[config.mk]
export PLATFORM = sky130hd
export DESIGN_NAME = data_cmem_bank
export DESIGN_NICKNAME = d
export VERILOG_FILES = /design/src/rtl/data_cmem_bank.sv
export SDC_FILE = /design/constraint.sdc
export NUM_CORES = 2
export LEC_CHECK = 0
export CAP_MARGIN = 30
export CORE_UTILIZATION = 64
export DETAILED_ROUTE_END_ITERATION = 7
export PLACE_DENSITY = 0.79
export SYNTH_ARGS = -nofsm -noshare
export SYNTH_HDL_FRONTEND = slang
export SYNTH_SLANG_ARGS = --single-unit
export TNS_END_PERCENT = 5
[constraint.sdc]
create_clock -name clk -period 72 [get_ports clk]
set_input_delay 7.2 -clock clk [delete_from_list [all_inputs] [get_ports clk]]
set_output_delay 7.2 -clock clk [all_outputs]
set_load 0.03 [all_outputs]
[src/rtl/data_cmem_bank.sv]
// Run-time loadable, multi-bank FIR coefficient memory with an atomic shadow->active swap.
// Optional macro DATA_CMEM_BANK_SYM_EN: symmetric-tap storage (half-depth banks, folded read address).
module data_cmem_bank #(
    parameter int DW    = 16,
    parameter int AW    = 6,
    parameter int NBANK = 2
) (
    input  logic                                 clk,
    input  logic                                 rst,
    input  logic                                 wr_start,
    input  logic                                 wr_valid,
    output logic                                 wr_ready,
    input  logic signed [DW-1:0]                 wr_data,
    output logic                                 load_done,
    input  logic                                 swap_req,
    output logic                                 swap_err,
    output logic [((NBANK > 1) ? $clog2(NBANK) : 1)-1:0] active_bank,
    input  logic                                 rd_en,
    input  logic [AW-1:0]                        rd_addr,
    output logic signed [DW-1:0]                 rd_q,
    output logic                                 rd_qv
);
    localparam int NT = 1 << AW;
`ifdef DATA_CMEM_BANK_SYM_EN
    localparam int ND = NT / 2;
`else
    localparam int ND = NT;
`endif
    localparam int DAW = $clog2(ND);
    localparam int BW  = (NBANK > 1) ? $clog2(NBANK) : 1;
    localparam logic [DAW-1:0] LAST     = DAW'(ND - 1);
    localparam logic [BW-1:0]  BANK_TOP = BW'(NBANK - 1);

    typedef enum logic [1:0] {
        IDLE,
        LOAD,
        FULL
    } state_t;

    state_t               state;
    logic [DAW-1:0]       wr_ptr;
    logic [BW-1:0]        shadow;
    logic                 wr_acc;
    logic [DAW-1:0]       rd_idx;
    logic signed [DW-1:0] mem [NBANK][ND];

    assign shadow    = (active_bank == BANK_TOP) ? '0 : active_bank + BW'(1);
    assign wr_ready  = (state == LOAD) && !wr_start;
    assign load_done = (state == FULL);
    assign wr_acc    = wr_valid && wr_ready;

`ifdef DATA_CMEM_BANK_SYM_EN
    // Upper half of the tap range mirrors the lower half: NT-1-a is the bitwise complement.
    assign rd_idx = rd_addr[AW-1] ? ~rd_addr[DAW-1:0] : rd_addr[DAW-1:0];
`else
    assign rd_idx = rd_addr;
`endif

    // Loader / swap control; wr_start overrides everything else in the same cycle
    always_ff @(posedge clk or posedge rst) begin
        if (rst) begin
            state       <= IDLE;
            wr_ptr      <= '0;
            active_bank <= '0;
            swap_err    <= 1'b0;
        end else begin
            swap_err <= swap_req && !wr_start && (state != FULL);
            if (wr_start) begin
                state  <= LOAD;
                wr_ptr <= '0;
            end else begin
                case (state)
                    LOAD: begin
                        if (wr_acc) begin
                            if (wr_ptr == LAST) begin
                                state <= FULL;
                            end else begin
                                wr_ptr <= wr_ptr + DAW'(1);
                            end
                        end
                    end
                    FULL: begin
                        if (swap_req) begin
                            active_bank <= shadow;
                            state       <= IDLE;
                        end
                    end
                    default: state <= state;
                endcase
            end
        end
    end

    // Coefficient storage: only the shadow bank is ever written
    always_ff @(posedge clk or posedge rst) begin
        if (rst) begin
            for (int b = 0; b < NBANK; b++) begin
                for (int i = 0; i < ND; i++) begin
                    mem[b][i] <= '0;
                end
            end
        end else if (wr_acc) begin
            mem[shadow][wr_ptr] <= wr_data;
        end
    end

    // Read stage: bank index sampled at issue, so a read in the swap cycle sees the old set
    always_ff @(posedge clk or posedge rst) begin
        if (rst) begin
            rd_q  <= '0;
            rd_qv <= 1'b0;
        end else begin
            rd_qv <= rd_en;
            if (rd_en) begin
                rd_q <= mem[active_bank][rd_idx];
            end
        end
    end

endmodule

; ---- Word-level counts from Yosys, hierarchy flattened
; Index checks and enable logic that the tools add are counted.
[word_totals]
out_inout_bits = 21
register_bits = 2075
input_bits = 28
word_cells = 189
[classes]
reduce_logical = 13
n_bitwise = 5
n_eq_ne = 8
addsub = 2
order_cmp = 6
mux = 21
[op_table]
columns = op, n
row1 = 1024-bit 2-to-1 mux, 4
row2 = 2048-bit bitwise mux, 1
row3 = 1024-bit demux with 1-bit select, 1
row4 = 16-bit binary-select mux with 6-bit select, 1
row5 = 16-bit demux with 6-bit select, 1
row6 = 16-bit 2-to-1 mux, 3
row7 = 6-bit 2-to-1 mux, 4
row8 = "7-bit >= comparator, second input constant", 2
row9 = 6-bit NOT with 7-bit output, 2
row10 = 2-bit 2-to-1 mux, 4
row11 = "7-bit by 1-bit less-than comparator with 1-bit output, second input constant", 1
row12 = "6-bit by 1-bit adder with 6-bit output, second input constant", 1
row13 = "6-bit equality test, second input constant", 1
row14 = 1-bit logical AND, 6
row15 = "3-bit by 2-bit inequality test with 1-bit output, second input constant", 2
row16 = 3-bit AND reduction, 2
row17 = "2-bit >= comparator, second input constant", 2
row18 = "2-bit inequality test, second input constant", 2
row19 = 1-bit NOT with 2-bit output, 2
row20 = 2-bit one-hot mux with 2 select lines, 1
row21 = 4-bit AND reduction, 1
row22 = 2-bit nonzero test, 2
row23 = "3-bit inequality test, second input constant", 1
row24 = 3-bit nonzero test, 1
row25 = 7 further kinds, 7

; ---- Depth between registers and ports, before layout
[depth]
depth_word = 8
mapped_depth = 12
ltp_nobuf = 7

; ---- Worst setup path before layout
; Ideal clock, no wire load.
[synth_path]
kind = input-to-output
from = in wr_start
to = out wr_ready
path_buffers = 1
path_slack_ps = 56650
required_time_ps = 64800
t_arrival_ps = 8150
stages = 2
path_cell_list = clkbuf_1 -> nor3b_1
[synth_between]
elab_chain_len = 2
[synth_lines]
columns = item, line_no
row1 = start: declaration, 10  ; input logic wr_start,
row2 = 1-bit logical NOT, 48  ; assign wr_ready = (state == LOAD) && !wr_start;
row3 = 1-bit logical AND, 48
row4 = end: declaration, 12  ; output logic wr_ready,
; Every way passes these cells.

; ---- Final worst setup path
; Ends and elaborated chain as after synthesis.

==> metrics.yaml <==
setup_path:
  worst_setup_path_start_kind: "primary input"
  cp.arrival_ns: 8.95
  worstSetupPathType: "in -> out"
  r2r_start: "active_bank"
  crit_slowest_cell: "clkdlybuf4s50_1"
  worstPathCellList: "clkdlybuf4s50_1, nor3b_1, clkdlybuf4s50_1"
  cpMostUsedCell: "clkdlybuf4s50_1"
  cp_max_fo: 12
  slowest_delay_ns: 0.71
  critical_path.startpoint: "wr_start"
  required_ns: 64.80
  crit_path_end_kind: "primary output"
clocking:
  post_cts.repair.setup_buffers: 0
  hold_buffers: 0
  cts_root_buffer: "clkbuf_16"
  cts_tree: "yes"
  cts_buffers: 206
  insertion_delay_ns: 0.85
  cts_buffer_depth: 3
  path_clk_slew_ns: 0.06
  clock_sinks: 2075
  cts_resized: 0
  h-tree-depth: 4
logic_synthesis:
  synth_area_leaders: "dfrtp_1, mux2_2, mux4_2"
  synthTopCellsByCount: "dfrtp_1, mux2_2, mux4_2"
  yosysMostFrequentCell: "dfrtp_1"
  ys_seq_area_share_pct: 54.6
  synthFlopType: "dfrtp_1"
  synth.area.mux_share_pct: 37.2
  synth-simple-area-share_pct: 2.51
  synth-xor-area-share_pct: 0.0552
  synth_warnings: 0
  async_flop_share_pct: 100
  avgSynthCellArea_um2: 15.4
  synth_cells: 6180
  synth-compound-area-share_pct: 2.51
  ys_seq_elements: 2075
  ys_types: 68
  synth_top_area_share_pct: 54.6
  synth-adder-area-share_pct: 0.0131
  synth_nets: 6209
  yosys.area.top_type: "dfrtp_1"
  mappedNetlistArea_um2: 95200
  synth_edf_count: 0
  synth_top_family_by_area: "multiplexers"
route:
  routed_via_density: 6.81
  dr.pass1.iters: 8
  wire_per_inst_um: 30.9
  drt-initial-drc-count: 4378
  drtAntennaViolNets: 0
  vias: 55500
  wl_um: 252000
  drc: 0
die:
  core_area_um2: 148000
  die_w_um: 388
  die_area_um2: 150000
  die_h_um: 388
  row_count: 141
  start_util_pct: 64.5
  io_pins: 49
grt:
  track_usage_pct: 34.2
  grt_overflow_total: 0
  first_global_vias: 58600
  grt_pass1_wl_um: 383000
  antenna_found_initial: 12
  grt_max_degree: 198
min_path:
  hold_start: "mem[1761]"
  hp-class: "reg -> reg"
pwr:
  swShare_pct: 23.4
  p_comb_share_pct: 4.8
  leakage_nw: 49.9
  p_int_mw: 1.81
  clock_power_share_pct: 45.2
  switchingPower_mw: 0.553
  p_seq_share_pct: 50.0
  ir_worst_vdd_mv: 0.0240
  powerDensity_nw_per_um2: 22.7
timing:
  rsz0062_at_grt: "no"
  worstMarginPinSlew_ns: 1.09
  drv_slew: 0
  fin_setup_tns_ns: 0
  fmax_ghz: 0.0619
  skew_ns: 0.0553
  slew_headroom_pct: 27.3
  setup_viol: 0
  hold_viol: 0
  timing.final.crit_share_pct: 22.4
  fin_crit_ns: 16.15
placement:
  place_congestion: 0.878
  placement.io_buffers: 48
  dpl.hpwl_um: 154000
  placed_cells: 7764
final_layout:
  final_cells: 8150
  layout.nets: 6088
  drive_gt1_share_pct: 50.7
  syn_to_final_growth_pct: 9.36
  fill_cells: 9479
status:
  outcome: "complete, no violations"
run:
  cap_violations: 0
layout by cell type, fill, tap and decap left out, drive strengths merged, types with 23 or more instances in the layout:
cell type      synthesis  routed
dfrtp               2075    2075
mux2                2058    2058
a22oi                 45      45
mux2i                232     232
o221ai                42      42
nor2                 113     113
clkinv                 2      38
a21oi                 44      44
o21ai                 43      43
o22ai                 60      60
nand2                165     165
nor3                  28      28
nor2b                 23      23
mux4                 437     437
a221oi                25      25
clkbuf               289     316
clkdlybuf4s50          0      29
buf                  282     211
nand3                 45      45
through the flow:
stage	power (mW)	hold slack [ns]	worst slack [ns]	utilization [%]	instance area [um2]
2_1_floorplan	1.27	0.470	6.18	-	95200
3_3_place_gp	1.31	0.479	55.89	65.2	96200
4_1_cts	2.37	0.500	55.87	70.2	104000
6_report	2.36	0.498	55.85	70.5	104000
3_5_place_dp	1.31	0.486	55.89	65.7	97000
5_1_grt	2.43	0.504	55.76	70.5	104000
final cells by class:
| cell class | instances | area (um2) | area share, % |
|---|---|---|---|
| Multi-Input combinational cell | 3523 | 40300 | 38.7 |
| Tap cell | 1930 | 2410 | 2.32 |
| Clock buffer | 314 | 6120 | 5.88 |
| Antenna cell | 2 | 5.00 | 0.00481 |
| Clock inverter | 53 | 611 | 0.587 |
| Sequential cell | 2075 | 51900 | 49.9 |
| Inverter | 11 | 48.8 | 0.0469 |
| Timing Repair Buffer | 242 | 2650 | 2.55 |
worst max-delay path: cells and delay by family:
kind,cells,cell delay [ns]
AND/OR/NAND/NOR,1,0.33
buffers and inverters,2,1.42
state kept, by name, summed over array words and instances, names as in the netlist:
| name | flops |
|---|---|
| active_bank | 1 |
| mem | 2048 |
| rd_q | 16 |
| rd_qv | 1 |
| state | 2 |
| swap_err | 1 |
| wr_ptr | 6 |
layer usage:
metal | wire length, um | track usage (%) | up-vias | share of wire (%)
met5 | 63 | 0 | - | 0.025
li1 | - | - | 22700 | -
met4 | 11000 | 13.9 | 10 | 4.3
met3 | 21400 | 8.30 | 547 | 8.5
met1 | 102000 | 47.5 | 30100 | 40
met2 | 118000 | 52.3 | 2100 | 47
final timing paths:
| kind | endpoint | slack, ns | cells after the start |
|---|---|---|---|
| max | wr_ready | 55.85 | 3 |
| min | mem[1761] | 0.50 | 1 |
| max reg2reg | rd_q[1] | 66.59 | 10 |
| min reg2reg | mem[1761] | 0.50 | 1 |
| max in group asynchronous | mem[34] | 59.74 | 10 |
| min in group asynchronous | mem[917] | 6.75 | 2 |
power groups by stage:
stage / Combinational, mW / Sequential, mW / Clock, mW
after floorplan: 0.0668 / 1.21 / 0
after global placement: 0.108 / 1.20 / 0
after detailed placement: 0.111 / 1.20 / 0
after CTS: 0.112 / 1.18 / 1.08
after global routing: 0.121 / 1.18 / 1.12
final: 0.114 / 1.18 / 1.07
cells by family (layout without fill, tap and decap cells):
kind of cell | after synthesis | count (layout)
compound gates | 341 | 341
xor+xnor | 6 | 6
fa+ha+maj | 1 | 1
buf+inv | 582 | 620
flops | 2075 | 2075
mux | 2727 | 2727
other cells | 0 | 2
simple gates | 448 | 448
Power figures use the tool's default switching activity.
